`config.mk`:
```
export PLATFORM = sky130hd
export DESIGN_NAME = bats_parser_ip
export DESIGN_NICKNAME = d
export VERILOG_FILES = /design/src/rtl/bats_parser_ip.sv
export SDC_FILE = /design/constraint.sdc
export NUM_CORES = 2
export LEC_CHECK = 0
export BUFFER_PORTS_ARGS = -buffer_cell sky130_fd_sc_hd__buf_4
export CAP_MARGIN = 20
export CORE_AREA = 4 4 268 270
export DETAILED_ROUTE_END_ITERATION = 12
export DIE_AREA = 0 0 272 274
export PLACE_DENSITY = 0.72
export SYNTH_ARGS = -nofsm -noshare
export SYNTH_HDL_FRONTEND = slang
export SYNTH_SLANG_ARGS = --single-unit
```
`constraint.sdc`:
```
create_clock -name Clk40 -period 19.25 [get_ports Clk40]
set_clock_uncertainty 0.15 [all_clocks]
set_input_delay 1.925 -clock Clk40 [delete_from_list [all_inputs] [get_ports Clk40]]
set_output_delay 1.925 -clock Clk40 [all_outputs]
set_load 0.01 [all_outputs]
```
`src/rtl/bats_parser_ip.sv`:
```
// bats_parser_ip: decodes BATS/CBOE PITCH sequenced units from 64-bit payload words into order-book commands.
// Optional debug mirror of accepted input words is built when BATS_DEBUG_EN is defined.
`timescale 1ns/1ps
module bats_parser_ip #(
    parameter int MSG_BUF_BYTES = 40
) (
    input  logic        Clk40,
    input  logic        reset,
    input  logic        enable_in,
    output logic        enable_out,
    input  logic        enable_clr,
    input  logic        ctrlind_00_Ready_For_Debug,
    output logic        ctrlind_01_Debug_Valid,
    output logic [63:0] ctrlind_02_Debug_Element,
    input  logic        ctrlind_03_Ready_for_OrderBook_Command,
    output logic        ctrlind_04_OrderBook_Command_Valid,
    output logic [63:0] ctrlind_05_Nanoseconds_U64,
    output logic [63:0] ctrlind_06_Seconds_U64,
    output logic [31:0] ctrlind_07_Remaining_Quantity_U32,
    output logic [31:0] ctrlind_08_Canceled_Quantity_U32,
    output logic [31:0] ctrlind_09_Executed_Quantity_U32,
    output logic [63:0] ctrlind_10_Price_U64,
    output logic [63:0] ctrlind_11_Symbol_U64,
    output logic [31:0] ctrlind_12_Quantity_U32,
    output logic [63:0] ctrlind_13_Order_Id_U64,
    output logic [7:0]  ctrlind_14_Side_U8,
    output logic [7:0]  ctrlind_15_OrderBook_Command_Type,
    input  logic        ctrlind_16_reset,
    input  logic [63:0] ctrlind_17_Bytes,
    input  logic [7:0]  ctrlind_18_Byte_Enables,
    input  logic        ctrlind_19_data_valid,
    output logic        ctrlind_20_Ready_for_Udp_Input,
    output logic [63:0] ctrlind_21_Bytes_echo,
    output logic [7:0]  ctrlind_22_Bytes_Valid
);

    localparam int BUF_W = MSG_BUF_BYTES * 8;

    typedef enum logic [1:0] {
        ST_HDR  = 2'd0,
        ST_MSG  = 2'd1,
        ST_DROP = 2'd2
    } state_t;

    typedef struct packed {
        logic [7:0]  typ;
        logic [31:0] ns;
        logic [31:0] sec;
        logic [31:0] cxl;
        logic [31:0] exe;
        logic [63:0] price;
        logic [47:0] sym;
        logic [31:0] qty;
        logic [63:0] oid;
        logic [7:0]  side;
    } cmd_t;

    function automatic logic [7:0] buf_byte(input logic [BUF_W-1:0] b, input int idx);
        if (idx < MSG_BUF_BYTES) begin
            return b[idx*8 +: 8];
        end else begin
            return 8'h00;
        end
    endfunction

    // Little-endian field of n bytes starting at message offset off.
    function automatic logic [63:0] le_field(input logic [BUF_W-1:0] b, input int off, input int n);
        logic [63:0] v;
        v = 64'h0;
        for (int k = 0; k < 8; k++) begin
            if (k < n) begin
                v[k*8 +: 8] = buf_byte(b, off + k);
            end else begin
                v[k*8 +: 8] = 8'h00;
            end
        end
        return v;
    endfunction

    // Symbol keeps wire order: first character lands in the top byte.
    function automatic logic [47:0] sym_field(input logic [BUF_W-1:0] b, input int off);
        logic [47:0] s;
        s = 48'h0;
        for (int k = 0; k < 6; k++) begin
            s[47 - k*8 -: 8] = buf_byte(b, off + k);
        end
        return s;
    endfunction

    state_t            state_q, state_d;
    logic [2:0]        hdr_cnt_q, hdr_cnt_d;
    logic [15:0]       hdr_len_q, hdr_len_d;
    logic [15:0]       rem_q, rem_d;
    logic [7:0]        msg_idx_q, msg_idx_d;
    logic [7:0]        msg_len_q, msg_len_d;
    logic [BUF_W-1:0]  buf_q, buf_d;
    logic [31:0]       seconds_q, seconds_d;
    logic [63:0]       word_q, word_d;
    logic [7:0]        lanes_q, lanes_d;
    logic [63:0]       echo_q, echo_d;
    logic [7:0]        echo_be_q, echo_be_d;
    logic              enable_out_q;
    logic              cmd_valid_q, cmd_valid_d;
    cmd_t              cmd_q, cmd_d;
    cmd_t              dec_s;
    logic              dec_hit_s;

    logic              clear_s;
    logic              ready_s;
    logic              accept_s;
    logic              byte_go_s;
    logic              msg_done_s;
    logic              dbg_block_s;
    logic [2:0]        sel_s;
    logic [7:0]        cur_byte_s;

    assign clear_s   = reset | ctrlind_16_reset | enable_clr;
    assign ready_s   = enable_in & (lanes_q == 8'h00) & ~cmd_valid_q & ~dbg_block_s;
    assign accept_s  = ctrlind_19_data_valid & ready_s;
    assign byte_go_s = enable_in & (lanes_q != 8'h00)
                       & (~cmd_valid_q | ctrlind_03_Ready_for_OrderBook_Command);

    // Pick the highest still-enabled lane as the next wire byte.
    always_comb begin
        sel_s = 3'd0;
        for (int i = 0; i < 8; i++) begin
            if (lanes_q[i]) begin
                sel_s = 3'(i);
            end else begin
                sel_s = sel_s;
            end
        end
        cur_byte_s = word_q[{sel_s, 3'b000} +: 8];
    end

    // Word capture and per-byte lane retirement.
    always_comb begin
        word_d    = word_q;
        lanes_d   = lanes_q;
        echo_d    = echo_q;
        echo_be_d = echo_be_q;
        if (accept_s) begin
            word_d    = ctrlind_17_Bytes;
            lanes_d   = ctrlind_18_Byte_Enables;
            echo_d    = ctrlind_17_Bytes;
            echo_be_d = ctrlind_18_Byte_Enables;
        end else if (byte_go_s) begin
            lanes_d[sel_s] = 1'b0;
        end else begin
            lanes_d = lanes_q;
        end
    end

    // Packet walker: header, message assembly and discard of malformed remainder.
    always_comb begin
        state_d    = state_q;
        hdr_cnt_d  = hdr_cnt_q;
        hdr_len_d  = hdr_len_q;
        rem_d      = rem_q;
        msg_idx_d  = msg_idx_q;
        msg_len_d  = msg_len_q;
        buf_d      = buf_q;
        msg_done_s = 1'b0;
        if (byte_go_s) begin
            case (state_q)
                ST_HDR: begin
                    hdr_cnt_d = hdr_cnt_q + 3'd1;
                    if (hdr_cnt_q == 3'd0) begin
                        hdr_len_d[7:0] = cur_byte_s;
                    end else if (hdr_cnt_q == 3'd1) begin
                        hdr_len_d[15:8] = cur_byte_s;
                    end else if (hdr_cnt_q == 3'd7) begin
                        if (hdr_len_q > 16'd8) begin
                            rem_d     = hdr_len_q - 16'd8;
                            msg_idx_d = 8'd0;
                            state_d   = ST_MSG;
                        end else begin
                            state_d = ST_HDR;
                        end
                    end else begin
                        hdr_len_d = hdr_len_q;
                    end
                end
                ST_MSG: begin
                    rem_d = rem_q - 16'd1;
                    if (msg_idx_q == 8'd0) begin
                        if ((cur_byte_s < 8'd2) || ({8'd0, cur_byte_s} > rem_q)) begin
                            state_d = (rem_q == 16'd1) ? ST_HDR : ST_DROP;
                        end else begin
                            msg_len_d      = cur_byte_s;
                            buf_d          = '0;
                            buf_d[7:0]     = cur_byte_s;
                            msg_idx_d      = 8'd1;
                        end
                    end else begin
                        for (int i = 0; i < MSG_BUF_BYTES; i++) begin
                            if (msg_idx_q == 8'(i)) begin
                                buf_d[i*8 +: 8] = cur_byte_s;
                            end else begin
                                buf_d[i*8 +: 8] = buf_q[i*8 +: 8];
                            end
                        end
                        if (msg_idx_q == msg_len_q - 8'd1) begin
                            msg_done_s = 1'b1;
                            msg_idx_d  = 8'd0;
                            state_d    = (rem_q == 16'd1) ? ST_HDR : ST_MSG;
                        end else begin
                            msg_idx_d = msg_idx_q + 8'd1;
                        end
                    end
                end
                ST_DROP: begin
                    rem_d   = rem_q - 16'd1;
                    state_d = (rem_q == 16'd1) ? ST_HDR : ST_DROP;
                end
                default: begin
                    state_d = ST_HDR;
                end
            endcase
        end else begin
            state_d = state_q;
        end
    end

    // Message decode from the assembled buffer including the byte arriving this cycle.
    always_comb begin
        dec_s     = '0;
        dec_hit_s = 1'b1;
        dec_s.sec = seconds_q;
        dec_s.ns  = 32'(le_field(buf_d, 2, 4));
        dec_s.oid = le_field(buf_d, 6, 8);
        case (buf_byte(buf_d, 1))
            8'h20: begin
                dec_s     = '0;
                dec_s.typ = 8'h01;
                dec_s.sec = 32'(le_field(buf_d, 2, 4));
            end
            8'h21: begin
                dec_s.typ   = 8'h02;
                dec_s.side  = buf_byte(buf_d, 14);
                dec_s.qty   = 32'(le_field(buf_d, 15, 4));
                dec_s.sym   = sym_field(buf_d, 19);
                dec_s.price = le_field(buf_d, 25, 8);
            end
            8'h22: begin
                dec_s.typ   = 8'h02;
                dec_s.side  = buf_byte(buf_d, 14);
                dec_s.qty   = 32'(le_field(buf_d, 15, 2));
                dec_s.sym   = sym_field(buf_d, 17);
                dec_s.price = le_field(buf_d, 23, 2) * 64'd100;
            end
            8'h23: begin
                dec_s.typ = 8'h03;
                dec_s.exe = 32'(le_field(buf_d, 14, 4));
            end
            8'h25: begin
                dec_s.typ = 8'h04;
                dec_s.cxl = 32'(le_field(buf_d, 14, 4));
            end
            8'h26: begin
                dec_s.typ = 8'h04;
                dec_s.cxl = 32'(le_field(buf_d, 14, 2));
            end
            8'h29: begin
                dec_s.typ = 8'h05;
            end
            default: begin
                dec_s     = '0;
                dec_hit_s = 1'b0;
            end
        endcase
    end

    // Command register and valid/ready handshake; Time messages also refresh latched seconds.
    always_comb begin
        cmd_valid_d = cmd_valid_q;
        cmd_d       = cmd_q;
        seconds_d   = seconds_q;
        if (cmd_valid_q && ctrlind_03_Ready_for_OrderBook_Command) begin
            cmd_valid_d = 1'b0;
        end else begin
            cmd_valid_d = cmd_valid_q;
        end
        if (msg_done_s && dec_hit_s) begin
            cmd_valid_d = 1'b1;
            cmd_d       = dec_s;
            if (dec_s.typ == 8'h01) begin
                seconds_d = dec_s.sec;
            end else begin
                seconds_d = seconds_q;
            end
        end else begin
            cmd_d = cmd_q;
        end
    end

    // State registers; everything holds while enable_in is low.
    always_ff @(posedge Clk40) begin
        if (clear_s) begin
            state_q     <= ST_HDR;
            hdr_cnt_q   <= 3'd0;
            hdr_len_q   <= 16'd0;
            rem_q       <= 16'd0;
            msg_idx_q   <= 8'd0;
            msg_len_q   <= 8'd0;
            buf_q       <= '0;
            seconds_q   <= 32'd0;
            word_q      <= 64'd0;
            lanes_q     <= 8'd0;
            echo_q      <= 64'd0;
            echo_be_q   <= 8'd0;
            cmd_valid_q <= 1'b0;
            cmd_q       <= '0;
        end else if (enable_in) begin
            state_q     <= state_d;
            hdr_cnt_q   <= hdr_cnt_d;
            hdr_len_q   <= hdr_len_d;
            rem_q       <= rem_d;
            msg_idx_q   <= msg_idx_d;
            msg_len_q   <= msg_len_d;
            buf_q       <= buf_d;
            seconds_q   <= seconds_d;
            word_q      <= word_d;
            lanes_q     <= lanes_d;
            echo_q      <= echo_d;
            echo_be_q   <= echo_be_d;
            cmd_valid_q <= cmd_valid_d;
            cmd_q       <= cmd_d;
        end
    end

    // Inverted enable mirror runs regardless of enable_in.
    always_ff @(posedge Clk40) begin
        if (clear_s) begin
            enable_out_q <= 1'b0;
        end else begin
            enable_out_q <= ~enable_in;
        end
    end

`ifdef BATS_DEBUG_EN
    logic        dbg_valid_q, dbg_valid_d;
    logic [63:0] dbg_elem_q, dbg_elem_d;

    // Debug mirror holds each accepted word until the debug sink takes it.
    always_comb begin
        dbg_valid_d = dbg_valid_q;
        dbg_elem_d  = dbg_elem_q;
        if (accept_s) begin
            dbg_valid_d = 1'b1;
            dbg_elem_d  = ctrlind_17_Bytes;
        end else if (dbg_valid_q && ctrlind_00_Ready_For_Debug) begin
            dbg_valid_d = 1'b0;
        end else begin
            dbg_valid_d = dbg_valid_q;
        end
    end

    // Debug registers.
    always_ff @(posedge Clk40) begin
        if (clear_s) begin
            dbg_valid_q <= 1'b0;
            dbg_elem_q  <= 64'd0;
        end else if (enable_in) begin
            dbg_valid_q <= dbg_valid_d;
            dbg_elem_q  <= dbg_elem_d;
        end
    end

    assign dbg_block_s              = dbg_valid_q;
    assign ctrlind_01_Debug_Valid   = dbg_valid_q;
    assign ctrlind_02_Debug_Element = dbg_elem_q;
`else
    logic dbg_unused_s;
    assign dbg_unused_s             = ctrlind_00_Ready_For_Debug;
    assign dbg_block_s              = 1'b0;
    assign ctrlind_01_Debug_Valid   = 1'b0;
    assign ctrlind_02_Debug_Element = 64'd0;
`endif

    assign enable_out                         = enable_out_q;
    assign ctrlind_04_OrderBook_Command_Valid = cmd_valid_q;
    assign ctrlind_05_Nanoseconds_U64         = {32'd0, cmd_q.ns};
    assign ctrlind_06_Seconds_U64             = {32'd0, cmd_q.sec};
    assign ctrlind_07_Remaining_Quantity_U32  = 32'd0;
    assign ctrlind_08_Canceled_Quantity_U32   = cmd_q.cxl;
    assign ctrlind_09_Executed_Quantity_U32   = cmd_q.exe;
    assign ctrlind_10_Price_U64               = cmd_q.price;
    assign ctrlind_11_Symbol_U64              = {cmd_q.sym, 16'h0000};
    assign ctrlind_12_Quantity_U32            = cmd_q.qty;
    assign ctrlind_13_Order_Id_U64            = cmd_q.oid;
    assign ctrlind_14_Side_U8                 = cmd_q.side;
    assign ctrlind_15_OrderBook_Command_Type  = cmd_q.typ;
    assign ctrlind_20_Ready_for_Udp_Input     = ready_s;
    assign ctrlind_21_Bytes_echo              = echo_q;
    assign ctrlind_22_Bytes_Valid             = echo_be_q;

endmodule

```
==> results.cfg <==
[outcome]
outcome = finished, final reports clean

[setup_path]
timing.rr.end = ctrlind_10_Price_U64[21]$_SDFFE_PP0P_
cp-end-kind = register
cpMaxStageDelayCell = dfxtp_1
cp-start-kind = register
arrival_ps = 9880
path_class = reg -> reg
timing.reg2reg.setup_slack_ps = 9690
path_buf_inv = 3
r2r_cells = 30
crit_required_ps = 19570
cp_common_cell = ha_1
timing.rr.start = lanes_q[5]$_SDFFE_PP0P_
cp_top_family = compound AO/OA/AOI/OAI gates
crit_fanout = 23
cpPeakStageDelay_ps = 840

[clock_network]
cts_root_buffer = clkbuf_16
cts_max_level = 3
clkLatencyLatePin_ps = 640
cts_resized = 0
clockBufferDepth = 3
cts_setup_buffers = 0
tritoncts = done
cts.hold.buffers_added = 0
clock_sinks = 770
clk_pin_slew_ps = 60
cts_buffers = 83

[cells_and_area]
fin_nets = 4469
multi_input_area_um2 = 15800
fin_util = 0.575
finalInstanceArea_um2 = 40000
regArea_um2 = 15400
antenna_cells = 0
drive_gt1_frac = 0.170
num-fill-cells = 6294
area_growth_pct = 18.9
fin_cells = 5309

[grt]
grt_use_met2 = 0.450
grtUsageMet3 = 0.0463
track_usage = 0.279
top_usage_layer = met2
antenna_found_initial = 0
grt_overflow = 0
grt_pass1_vias = 28500
grt_max_degree = 224
grt_use_met1 = 0.372
grt_pass1_wl_mm = 167

[floorplan]
dieWidth_um = 272
start_util = 0.483
num_rows = 97
pin_count = 684
dieHeight_um = 274
dieArea_um2 = 74500
core_um2 = 69500

[pwr]
power.density_nw_per_um2 = 84.7
power_mw = 3.39
intPower_mw = 2.62
peakVddDrop_mv = 0.0656
leakage_nw = 15.1
pwr-share-seq = 0.472
p_sw_mw = 0.766
switching_share = 0.226
p_clk_frac = 0.502
comb_power_share = 0.027

[detailed_routing]
drt_wl_total_mm = 111
wl_per_cell_um = 20.9
routed_via_density = 5.81
ant_nets = 0
drt_iter0_drc = 3442
drcViolationCount = 0
firstDrtPassIters = 6
num_vias = 30900

[hold_path]
hold_path.startpoint = ctrlind_22_Bytes_Valid[1]$_SDFFE_PP0P_
min_path_type = reg -> reg
whs_path_depth = 2
holdPathEnd = ctrlind_22_Bytes_Valid[1]$_SDFFE_PP0P_

[synth]
ys_top_cells_by_count = dfxtp_1 (770), nand2_1 (453), nor2_1 (401)
yosysMostFrequentCell = dfxtp_1
avgSynthCellArea_um2 = 8.32
synth_edf_count = 0
syn-cell-area_um2 = 33600
syn-instance-count = 4040
synth-main-ff-cell = dfxtp_1
synth_seq_area_share = 0.459
ys_types = 75
synth_area_leaders = dfxtp_1 (46%), a22oi_1 (5.9%), nand4_1 (5.5%), nand2_1 (5.1%), o21ai_0 (4.7%)
synth_top_area_frac = 0.459
yosys.area.top_type = dfxtp_1
ys_warn_count = 0
ys_seq_elements = 770
async_reset_ff_frac = 0

[place]
placed_area_um2 = 37000
hpwl_mm = 69.6
place_inst = 5156
port-buffer-count = 500
gp_congestion = 0.885

[timing]
finalCritPeriodShare = 0.496
rsz0062_at_grt = no
hold_viol = 0
fin_tns_setup_ps = 0
min_period_ps = 9560
setup_violations = 0
maxSlewViolCount = 0
max_freq_mhz = 105
worst_slew_pin_slew_ps = 1170
relSlewSlack = 0.218

[flow_run]
cap_violations = 0
[stage by stage]
step                worst slack, ps  hold slack (ps)
finish                         9690              303
CTS                            9890              307
floorplan                     11520              296
global route                   8960              333
global placement              10030              294
detailed placement             9950              300
[layout make-up]
type                       count  area share
clock inverter                42      0.0153
timing repair buffer         548       0.105
inverter                     128      0.0120
multi-input combinational   2771       0.394
tap                          940      0.0294
sequential                   770       0.386
clock buffer                 110      0.0585
[routing by layer]
layer | vias up | wire length (um)
li1 | 14600 | -
met1 | 14800 | 45600
met2 | 1281 | 52000
met3 | 248 | 8630
met4 | 0 | 4750
met5 | - | 0
[placed cells by master, fill, tap and decap left out, types with 11 or more instances in the layout]
cell	Yosys	routed
dfxtp_1	770	770
buf_4	184	542
nand2_1	453	450
nor2_1	401	391
o21ai_0	315	315
nand4_1	297	297
a22oi_1	264	264
conb_1	1	182
a21oi_1	173	173
inv_1	128	128
o22ai_1	100	100
clkbuf_16	0	83
ha_1	76	76
a211oi_1	48	47
o31ai_1	41	41
o21ai_1	39	38
nand3_1	35	35
a31oi_1	35	35
o32ai_1	35	35
and2_1	36	34
xnor2_1	30	30
nor3_1	30	27
xor2_1	17	17
clkinv_2	0	16
clkbuf_8	0	16
nor4_1	12	12
fa_1	11	11
clkbuf_1	279	11
[power by group through the flow]
stage	combinational [mW]	sequential, mW	clock (mW)
2_1_floorplan	0.0836	1.63	0
3_3_place_gp	0.0864	1.63	0
3_5_place_dp	0.0870	1.63	0
4_1_cts	0.0872	1.60	1.72
5_1_grt	0.0973	1.60	1.79
6_report	0.0900	1.60	1.70
[registers in the layout (all words and copies together), names as in the netlist, 16 cells and up]
register / count
ctrlind_09_Executed_Quantity_U32: 32
ctrlind_08_Canceled_Quantity_U32: 32
ctrlind_13_Order_Id_U64: 64
ctrlind_05_Nanoseconds_U64: 32
ctrlind_12_Quantity_U32: 32
ctrlind_21_Bytes_echo: 64
hdr_len_q: 16
ctrlind_11_Symbol_U64: 48
ctrlind_10_Price_U64: 64
seconds_q: 32
rem_q: 16
ctrlind_06_Seconds_U64: 32
buf_q: 264
[cell families (layout without fill, tap and decap cells)]
kind of cell,after synthesis,in the layout,synth area share
AO/OA/AOI/OAI,1110,1110,0.209
XOR/XNOR,47,47,0.0122
adder cells (fa/ha/maj),87,87,0.0348
buffers and inverters,680,828,0.0971
flip-flops,770,770,0.459
multiplexers,10,10,0.00305
other,1,182,0.000112
AND/OR/NAND/NOR,1335,1335,0.185
[how the worst max path moves through the flow]
stage	cells after the start	end	slack, ps	start
2_1_floorplan	34	ctrlind_10_Price_U64[21]$_SDFFE_PP0P_	11520	lanes_q[2]$_SDFFE_PP0P_
3_3_place_gp	31	ctrlind_10_Price_U64[21]$_SDFFE_PP0P_	10030	lanes_q[5]$_SDFFE_PP0P_
3_5_place_dp	31	ctrlind_10_Price_U64[21]$_SDFFE_PP0P_	9950	lanes_q[5]$_SDFFE_PP0P_
4_1_cts	30	ctrlind_10_Price_U64[21]$_SDFFE_PP0P_	9890	lanes_q[5]$_SDFFE_PP0P_
5_1_grt	31	ctrlind_10_Price_U64[23]$_SDFFE_PP0P_	8960	lanes_q[5]$_SDFFE_PP0P_
6_report	30	ctrlind_10_Price_U64[21]$_SDFFE_PP0P_	9690	lanes_q[5]$_SDFFE_PP0P_
[worst reg2reg max path: cells and delay by family, from the launching register on]
family | cells | cell delay (ps)
AOI/OAI and AO/OA | 17 | 4570
adders and majority gates | 5 | 1610
buffers and inverters | 3 | 870
DFF | 1 | 840
and+or+nand+nor | 3 | 840
muxes | 1 | 310
xor gates and xnor gates | 1 | 220
Note: power is estimated with default switching activity, not from simulation.
